File: src/rtl/alu_mul_sequencer.sv
// alu_mul_sequencer: multi-cycle shift-add multiplier that borrows the
// execute-stage ALU for every partial-sum add. One ADD/SHIFT pair is run per
// multiplier bit, so latency is fixed at 2*WIDTH+1 cycles from the accepted
// start to the o_done pulse.
//
// Optional feature: define MUL_SIGNED_EN to add the i_signed port and the NEG
// state (two's-complement multiply via magnitude multiply plus a final
// negation, 2*WIDTH+2 cycles when i_signed is set).
module alu_mul_sequencer #(
  parameter int WIDTH = 16
) (
  input  logic                 i_clk,
  input  logic                 i_reset,
  input  logic                 i_start,
  input  logic [WIDTH-1:0]     i_multiplicand,
  input  logic [WIDTH-1:0]     i_multiplier,
`ifdef MUL_SIGNED_EN
  input  logic                 i_signed,
`endif
  output logic                 o_busy,
  output logic                 o_done,
  output logic [2*WIDTH-1:0]   o_product,
  output logic [2:0]           o_alu_op,
  output logic [WIDTH-1:0]     o_alu_data_1,
  output logic [WIDTH-1:0]     o_alu_data_2,
  input  logic [WIDTH-1:0]     i_alu_result,
  input  logic                 i_alu_carry
);

  localparam int CW = $clog2(WIDTH) + 1;
  localparam logic [2:0] ALU_NOP = 3'b000;
  localparam logic [2:0] ALU_ADD = 3'b010;

  typedef enum logic [2:0] {
    S_IDLE  = 3'd0,
    S_ADD   = 3'd1,
    S_SHIFT = 3'd2,
`ifdef MUL_SIGNED_EN
    S_NEG   = 3'd3,
`endif
    S_DONE  = 3'd4
  } state_t;

  state_t               state_q, state_d;
  logic [WIDTH-1:0]     mcand_q, mcand_d;
  logic [WIDTH-1:0]     acc_hi_q, acc_hi_d;
  logic [WIDTH-1:0]     mplr_lo_q, mplr_lo_d;
  logic                 carry_q, carry_d;
  logic [CW-1:0]        cnt_q, cnt_d;
  logic [2*WIDTH-1:0]   product_q, product_d;
`ifdef MUL_SIGNED_EN
  logic                 sgn_q, sgn_d;
  logic                 neg_q, neg_d;
  logic [2*WIDTH-1:0]   acc_neg;

  // Magnitude of a two's-complement operand; the most negative value maps to
  // 2^(WIDTH-1), which is still exact when read as unsigned.
  function automatic logic [WIDTH-1:0] abs_val(input logic [WIDTH-1:0] x);
    return x[WIDTH-1] ? (~x + 1'b1) : x;
  endfunction
`endif

  // State register and datapath registers; reset clears control and result.
  always_ff @(posedge i_clk) begin
    // NOTE: sequential state uses non-blocking assignments so every flop
    // samples the pre-edge values regardless of statement order.
    if (i_reset) begin
      state_q   <= S_IDLE;
      mcand_q   <= '0;
      acc_hi_q  <= '0;
      mplr_lo_q <= '0;
      carry_q   <= 1'b0;
      cnt_q     <= '0;
      product_q <= '0;
`ifdef MUL_SIGNED_EN
      sgn_q     <= 1'b0;
      neg_q     <= 1'b0;
`endif
    end else begin
      state_q   <= state_d;
      mcand_q   <= mcand_d;
      acc_hi_q  <= acc_hi_d;
      mplr_lo_q <= mplr_lo_d;
      carry_q   <= carry_d;
      cnt_q     <= cnt_d;
      product_q <= product_d;
`ifdef MUL_SIGNED_EN
      sgn_q     <= sgn_d;
      neg_q     <= neg_d;
`endif
    end
  end

  // ALU bus: kept separate from the next-state logic so the external
  // combinational ALU path (data out -> result in) is not a logic loop.
  always_comb begin
    o_alu_op     = ALU_NOP;
    o_alu_data_1 = '0;
    o_alu_data_2 = '0;
    if (state_q == S_ADD) begin
      o_alu_op     = ALU_ADD;
      o_alu_data_1 = acc_hi_q;
      // The add is issued even for a clear bit so latency never depends on data.
      o_alu_data_2 = mplr_lo_q[0] ? mcand_q : '0;
    end
  end

`ifdef MUL_SIGNED_EN
  assign acc_neg = ~{acc_hi_q, mplr_lo_q} + 1'b1;
`endif

  // Next-state and datapath update for the shift-add sequence.
  always_comb begin
    // NOTE: every target gets a default first so no path can infer a latch.
    state_d   = state_q;
    mcand_d   = mcand_q;
    acc_hi_d  = acc_hi_q;
    mplr_lo_d = mplr_lo_q;
    carry_d   = carry_q;
    cnt_d     = cnt_q;
    product_d = product_q;
`ifdef MUL_SIGNED_EN
    sgn_d     = sgn_q;
    neg_d     = neg_q;
`endif

    case (state_q)
      S_IDLE, S_DONE: begin
        if (i_start) begin
          state_d   = S_ADD;
          mcand_d   = i_multiplicand;
          mplr_lo_d = i_multiplier;
          acc_hi_d  = '0;
          carry_d   = 1'b0;
          cnt_d     = '0;
`ifdef MUL_SIGNED_EN
          sgn_d = i_signed;
          neg_d = i_signed & (i_multiplicand[WIDTH-1] ^ i_multiplier[WIDTH-1]);
          if (i_signed) begin
            mcand_d   = abs_val(i_multiplicand);
            mplr_lo_d = abs_val(i_multiplier);
          end
`endif
        end else begin
          state_d = S_IDLE;
        end
      end

      S_ADD: begin
        acc_hi_d = i_alu_result;
        carry_d  = i_alu_carry;
        state_d  = S_SHIFT;
      end

      S_SHIFT: begin
        // {carry, acc_hi, mplr_lo} >> 1: the ALU carry re-enters at the top.
        acc_hi_d  = {carry_q, acc_hi_q[WIDTH-1:1]};
        mplr_lo_d = {acc_hi_q[0], mplr_lo_q[WIDTH-1:1]};
        carry_d   = 1'b0;
        cnt_d     = cnt_q + 1'b1;
        if (cnt_q == CW'(WIDTH - 1)) begin
`ifdef MUL_SIGNED_EN
          if (sgn_q) begin
            state_d = S_NEG;
          end else begin
            state_d   = S_DONE;
            product_d = {acc_hi_d, mplr_lo_d};
          end
`else
          state_d   = S_DONE;
          product_d = {acc_hi_d, mplr_lo_d};
`endif
        end else begin
          state_d = S_ADD;
        end
      end

`ifdef MUL_SIGNED_EN
      S_NEG: begin
        // Sign fix-up is done locally; the ALU is only ever used for adds.
        if (neg_q) begin
          {acc_hi_d, mplr_lo_d} = acc_neg;
        end
        state_d   = S_DONE;
        product_d = {acc_hi_d, mplr_lo_d};
      end
`endif

      default: state_d = S_IDLE;
    endcase
  end

`ifdef MUL_SIGNED_EN
  assign o_busy = (state_q == S_ADD) || (state_q == S_SHIFT) || (state_q == S_NEG);
`else
  assign o_busy = (state_q == S_ADD) || (state_q == S_SHIFT);
`endif
  assign o_done    = (state_q == S_DONE);
  assign o_product = product_q;

endmodule

File: config.mk
export PLATFORM = sky130hd
export DESIGN_NAME = alu_mul_sequencer
export DESIGN_NICKNAME = d
export VERILOG_FILES = /design/src/rtl/alu_mul_sequencer.sv
export SDC_FILE = /design/constraint.sdc
export NUM_CORES = 1
export LEC_CHECK = 0
export CAP_MARGIN = 15
export CORE_MARGIN = 5
export CORE_UTILIZATION = 50
export CTS_CLUSTER_DIAMETER = 150
export DETAILED_ROUTE_END_ITERATION = 12
export PLACE_DENSITY = 0.85
export RECOVER_POWER = 50
export SYNTH_ARGS = -nofsm -noshare
export SYNTH_HDL_FRONTEND = slang
export SYNTH_SLANG_ARGS = --single-unit
File: constraint.sdc
create_clock -name i_clk -period 3.7 [get_ports i_clk]
set_input_delay 1.11 -clock i_clk [delete_from_list [all_inputs] [get_ports i_clk]]
set_output_delay 1.11 -clock i_clk [all_outputs]
set_load 0.05 [all_outputs]
==> results of run 1 <==
-- cell usage in the layout, fill, tap and decap left out, types with 2 or more instances in the layout --
master / instances
nand2_1: 133
o221a_2: 14
nor2_1: 20
o22a_1: 16
clkbuf_8: 9
clkdlybuf4s50_1: 65
conb_1: 2
bufinv_16: 3
buf_4: 23
o221a_1: 2
buf_12: 16
ha_1: 2
or3b_1: 3
dlygate4sd3_1: 18
a311oi_2: 9
a21oi_1: 53
nand3_1: 4
a311oi_1: 9
nand2b_1: 5
and2_1: 32
clkbuf_1: 5
dfxtp_1: 89
nor3b_2: 3
-- routing by layer --
layer	track usage, %	up-vias
li1	-	1714
met1	26.5	1636
met2	36.1	97
met3	5.60	16
met4	7.88	0
met5	0	-
-- state kept, by name (all words and copies together) (netlist names) --
signal	cells
state_q	3
carry_q	1
mplr_lo_q	16
mcand_q	16
o_product	32
acc_hi_q	16
cnt_q	5
-- kinds of logic after synthesis --
logic type	count (synthesis)
AND/OR/NAND/NOR	206
AO/OA/AOI/OAI	105
flip-flops	89
buffers and inverters	44
adder cells (fa/ha/maj)	2
other	1
-- stage by stage --
stage                     power (W)  hold WS, ns  area, um2  setup WS, ns
final                       0.00212        0.453       5290         0.344
after global routing        0.00220        0.473       5290         0.150
after CTS                   0.00213        0.455       5320        0.0357
after detailed placement    0.00135        0.444       5080         0.430
after global placement      0.00134        0.437       5080         0.538
after floorplan             0.00125        0.432       3800         0.449
-- worst max path at each step --
stage               endpoint  cells past startpoint  slack (ns)       start
2_1_floorplan         o_done                      3        0.45  state_q[2]
3_3_place_gp     o_alu_op[1]                      3        0.54  state_q[0]
3_5_place_dp     o_alu_op[1]                      3        0.43  state_q[0]
4_1_cts          o_alu_op[1]                      3        0.04  state_q[0]
5_1_grt        mplr_lo_q[10]                      5        0.15     i_start
6_report       mplr_lo_q[10]                      5        0.34     i_start
-- cells in the mapped netlist, types with 4 or more instances --
library cell and instances:
nand2b_1 5, a21oi_1 53, and2_1 32, o22a_1 16
dfxtp_1 89, a311oi_2 9, o221a_2 14, nand3_1 4
clkbuf_1 19, buf_6 4, nand2_1 133, nor2_1 20
buf_2 15, a311oi_1 9
-- final cells by class --
cell class / count / area, um2 / area share [%]
Inverter: 2 / 7.51 / 0.142
Timing Repair Buffer: 127 / 1350 / 25.6
Clock inverter: 5 / 104 / 1.96
Multi-Input combinational cell: 315 / 1790 / 33.8
Sequential cell: 89 / 1780 / 33.7
Tap cell: 99 / 124 / 2.34
Clock buffer: 11 / 131 / 2.48
-- critical path, delay by kind of cell --
family | cells | cell delay [ns]
buf+inv | 2 | 1.30
simple gates | 2 | 0.91
compound gates | 1 | 0.27
-- power groups by stage --
stage                     registers [W]  clock network, W  logic (W)
after floorplan                 0.00105                 0   0.000195
after global placement          0.00107                 0   0.000276
after detailed placement        0.00107                 0   0.000284
after CTS                       0.00105          0.000795   0.000286
after global routing            0.00105          0.000841   0.000305
final                           0.00105          0.000788   0.000282
-- repair_timing --
item,in CTS,in global routing
buffers inserted,0,0
hold endpoints to repair,0,0
endpoints found under the setup margin,0,1
resized for setup,0,1
==> flow_metrics.py, run 1 <==
metrics = {
    "outcome": {
        "outcome": "finished with violations",
        "violations": "max-capacitance violations, max-slew violations",
    },
    "synth": {
        "synth_area_mm2": 0.00379,
        "synthTopCellsByArea": "dfxtp_1 (47%), nand2_1 (13%), a21oi_1 (7.0%)",
        "synthMuxAreaShare_pct": 0,
        "synth_fa_ha_area_share_pct": 0.660,
        "yosysUniqueCellTypes": 31,
        "syn_inst": 447,
        "synth_edf_count": 0,
        "synth_top_family_by_area": "simple AND/OR/NAND/NOR gates",
        "yosys.area_share.xor_xnor_pct": 0,
        "synth_compound_area_share_pct": 21.5,
        "ys_seq_elements": 89,
        "synthSimpleGateAreaFrac_pct": 24.8,
        "ys_seq_area_share_pct": 47.0,
        "synth-main-ff-cell": "dfxtp_1",
        "async_flop_share_pct": 0,
        "synth_top_area_share_pct": 47.0,
        "yosysTopAreaCell": "dfxtp_1",
        "syn_avg_cell_area_um2": 8.48,
        "synth_warnings": 0,
    },
    "clock_tree": {
        "clock-sinks": 89,
        "cts_root_buf": "clkbuf_8",
        "path_clk_slew_ns": 0.09,
        "clock_latency_ns": 0.36,
        "cts.path.max_buffers": 2,
        "cts_max_level": 3,
        "cts_hold_buf": 0,
        "cts_tree": "yes",
        "cts_buffers": 9,
    },
    "pwr": {
        "power_leakage_nw": 2.02,
        "p_sw_share_pct": 25.1,
        "p_sw_w": 0.000531,
        "p_clk_share_pct": 37.2,
        "vdd.ir_drop.worst_v": 0.000215,
        "p_int_w": 0.00159,
        "power_frac_seq_pct": 49.5,
        "p_per_area_mw_per_mm2": 400,
        "p_comb_share_pct": 13.3,
    },
    "min_path": {
        "hold_depth": 2,
        "min_from": "o_product[15]",
        "hp-class": "flip-flop to flip-flop",
        "min_to": "o_product[15]",
    },
    "route": {
        "wl_met2_um": 5120,
        "routed_wl_um": 10200,
        "post_drt_wl_per_cell_um": 15.7,
        "dr_total_vias": 3463,
        "drtIter0Drc": 148,
        "m1WireLength_um": 4300,
        "ant_nets": 0,
        "drtPass1Iterations": 4,
        "topRoutingLayerUsed": "met4",
        "drcViolationCount": 0,
        "viasPerCell": 5.34,
        "wl_met3_um": 539,
    },
    "floorplanning": {
        "initial_core_util_pct": 51.7,
        "dieArea_mm2": 0.00943,
        "row_count": 31,
        "die_x_um": 97.1,
        "io_pins": 121,
        "coreArea_mm2": 0.00733,
        "die_h_um": 97.1,
    },
    "timing": {
        "slew_headroom_pct": -5.82,
        "rsz0062_at_grt": "no",
        "finalSetupTns_ns": 0,
        "max_clock_freq_mhz": 298,
        "finalHoldViolations": 0,
        "slew_violations": 74,
        "final-setup-viol-count": 0,
        "tightest_slew_ns": 1.59,
        "finalClockSkew_ns": 0.00721,
        "layout_worst_path_cycle_share_pct": 90.7,
        "min_period_ns": 3.36,
    },
    "critical_path": {
        "crit_slowest_cell": "clkbuf_1",
        "r2r-end": "o_product[9]",
        "r2r_slack_ns": 0.63,
        "worstPathRequired_ns": 3.95,
        "r2r_start": "cnt_q[0]",
        "path_cells": "dlygate4sd3_1 > nor3b_2 > clkbuf_1 > nand2_1 > a311oi_2",
        "slowest_delay_ns": 0.75,
        "ff2ff_path_depth": 7,
        "start_kind": "input pin",
        "end_kind": "flip-flop",
        "crit_fanout": 21,
        "arrival_ns": 3.61,
        "crit_type": "input pin to flip-flop",
    },
    "global_routing": {
        "grt_usage_pct": 21.5,
        "overflow": 0,
        "grt_pass1_wl_um": 16900,
        "grt_pass1_vias": 3487,
        "grt_max_degree": 74,
        "grt_antenna_before_repair": 0,
    },
    "layout": {
        "syn2layout_area_growth_pct": 39.5,
        "antennaDiodeCount": 0,
        "final_core_util_pct": 72.2,
        "layout.nets": 598,
        "final_cells": 648,
        "drive_above_1_share_pct": 14.9,
        "n_fill_cell": 565,
    },
    "placement": {
        "dp_cells": 632,
        "dpl.hpwl_um": 7090,
        "port_buffers": 118,
        "gp_congestion": 0.857,
    },
    "flow_run": {
        "maxCapViolations": 1,
    },
}
Power figures use the tool's default switching activity.
==> inputs of run 2 (changes only) <==
Settings changed: CORE_ASPECT_RATIO set to 1.75.
==> run 2 against run 1 <==
Against the previous run: the flow still finishes with violations (max-capacitance violations, max-slew violations); via count barely moved; first-iteration DRC count up 66%; routed wire length shrank 2.4%; clock power is 17% higher; cell count shrank 2.0%; sequential power about the same; cell area is 0.12% higher; sequential share of layout area about the same; fmax up 2.0%; clock-buffer cell count fell by 1; critical path type is now flip-flop to output pin.
==> flow_metrics.py, run 2 (same netlist as run 1, synthesis figures left out) <==
metrics = {
    "outcome": {
        "outcome": "finished with violations",
        "violations": "max-capacitance violations, max-slew violations",
    },
    "timing": {
        "rsz0062_at_grt": "no",
        "finalHoldViolations": 0,
        "final-setup-viol-count": 0,
        "finalSetupTns_ns": 0,
        "max_clock_freq_mhz": 304,
        "layout_worst_path_cycle_share_pct": 88.9,
        "finalClockSkew_ns": 0.00448,
        "tightest_slew_ns": 2.00,
        "timing.hold.ws_ns": 0.449,
        "min_period_ns": 3.29,
        "slew_violations": 47,
        "slew_headroom_pct": -33.4,
    },
    "clock_tree": {
        "cts.path.max_buffers": 2,
        "path_clk_slew_ns": 0.06,
        "cts_resized": 0,
        "clock_latency_ns": 0.33,
        "cts_hold_buf": 0,
        "cts_max_level": 3,
        "clock-sinks": 89,
        "post-cts-setup-buffers": 0,
        "cts_root_buf": "clkbuf_16",
        "cts_buffers": 9,
        "cts_tree": "yes",
    },
    "route": {
        "drtPass1Iterations": 5,
        "dr_total_vias": 3462,
        "routed_wl_um": 9930,
        "post_drt_wl_per_cell_um": 15.6,
        "ant_nets": 0,
        "drcViolationCount": 0,
        "viasPerCell": 5.45,
        "drtIter0Drc": 246,
    },
    "global_routing": {
        "grt_antenna_before_repair": 0,
        "grt_max_degree": 47,
        "grt_usage_pct": 21.6,
        "overflow": 0,
        "grt_pass1_vias": 3498,
        "grt_pass1_wl_um": 16200,
    },
    "min_path": {
        "min_to": "mcand_q[6]",
        "hold_depth": 2,
        "min_from": "mcand_q[6]",
        "hp-class": "flip-flop to flip-flop",
    },
    "pwr": {
        "p_per_area_mw_per_mm2": 424,
        "power_w": 0.00225,
        "vdd.ir_drop.worst_v": 0.000338,
        "p_sw_w": 0.000531,
        "p_clk_share_pct": 41.0,
        "power_frac_seq_pct": 46.7,
        "p_comb_share_pct": 12.3,
        "p_sw_share_pct": 23.6,
        "p_int_w": 0.00172,
        "power_leakage_nw": 1.98,
    },
    "critical_path": {
        "cp.depth": 5,
        "start_kind": "flip-flop",
        "r2r_start": "cnt_q[0]",
        "arrival_ns": 2.18,
        "worst_path_dominant_cell_family": "simple AND/OR/NAND/NOR gates",
        "r2r_slack_ns": 0.52,
        "critPathBufInv": 2,
        "crit_type": "flip-flop to output pin",
        "crit_slowest_cell": "nor3b_2",
        "r2r-end": "o_product[1]",
        "end_kind": "output pin",
        "crit_fanout": 17,
        "path_cells": "nand2b_1 > buf_4 > nor3b_2 > and2_1 > buf_12",
        "worstPathRequired_ns": 2.59,
        "ff2ff_path_depth": 7,
        "slowest_delay_ns": 0.61,
    },
    "floorplanning": {
        "coreArea_mm2": 0.00746,
        "io_pins": 121,
        "initial_core_util_pct": 50.8,
        "die_x_um": 75.8,
        "dieArea_mm2": 0.00950,
        "row_count": 42,
        "die_h_um": 125,
    },
    "placement": {
        "dp_cells": 621,
        "port_buffers": 118,
        "dpl.hpwl_um": 7120,
        "gp_congestion": 0.778,
    },
    "layout": {
        "final_cells": 635,
        "layout.nets": 598,
        "mostFrequentLayoutCells": "nand2_1 (133), dfxtp_1 (89), clkdlybuf4s50_1 (76), a21oi_1 (53), and2_1 (32)",
        "n_fill_cell": 636,
        "antennaDiodeCount": 0,
        "drive_above_1_share_pct": 13.7,
        "final_common_cell": "nand2_1",
        "largest_reg_flops": 32,
        "seqCellArea_mm2": 0.00178,
        "syn2layout_area_growth_pct": 39.7,
        "multi_input_area_mm2": 0.00175,
    },
    "flow_run": {
        "maxCapViolations": 1,
    },
}
==> run 2: area by class of cell <==
type	instances	area share, %
clock buffers	10	4.32
inverters	2	0.142
clock inverters	4	1.32
flip-flops and latches	89	33.6
multi-input cells	315	33.1
repair buffers	127	25.4
well taps	88	2.08
==> run 2: power by group through the flow <==
stage          Sequential [W]  Combinational [W]  Clock [W]
3_3_place_gp          0.00107           0.000277          0
6_report              0.00105           0.000276   0.000922
5_1_grt               0.00106           0.000299   0.000985
2_1_floorplan         0.00105           0.000195          0
4_1_cts               0.00105           0.000286   0.000944
3_5_place_dp          0.00107           0.000284          0
==> run 2: per-layer routing <==
layer | global-route usage [%] | routed length [um]
met1 | 24.9 | 3810
met2 | 37.0 | 5400
met3 | 4.42 | 554
met4 | 9.06 | 167
met5 | 0 | 0
==> run 2: worst reg2reg max path, cell delays in order, from the launching register on <==
cell and delay (ns):
dfxtp_1 0.40, ha_1 0.22, and3_1 0.18, ha_1 0.19
nor4bb_2 0.99, clkbuf_1 0.82, nand2_1 0.12, a21oi_1 0.16
==> run 2: how the worst max path moves through the flow <==
stage	to	slack, ns	start
final	o_alu_data_2[3]	0.41	state_q[0]
after detailed placement	o_alu_data_2[3]	0.69	state_q[0]
after global placement	o_alu_data_2[4]	0.75	state_q[0]
after floorplan	o_done	0.45	state_q[2]
after CTS	o_alu_data_2[3]	0.32	state_q[0]
after global routing	mplr_lo_q[12]	0.14	i_start
==> run 2: per-stage QoR <==
stage	area [um2]	utilization [%]	setup slack [ns]
after detailed placement	5070	67.9	0.687
final	5300	71.0	0.410
after CTS	5370	71.9	0.321
after global placement	5070	67.9	0.754
after global routing	5300	71.0	0.137
after floorplan	3800	-	0.449
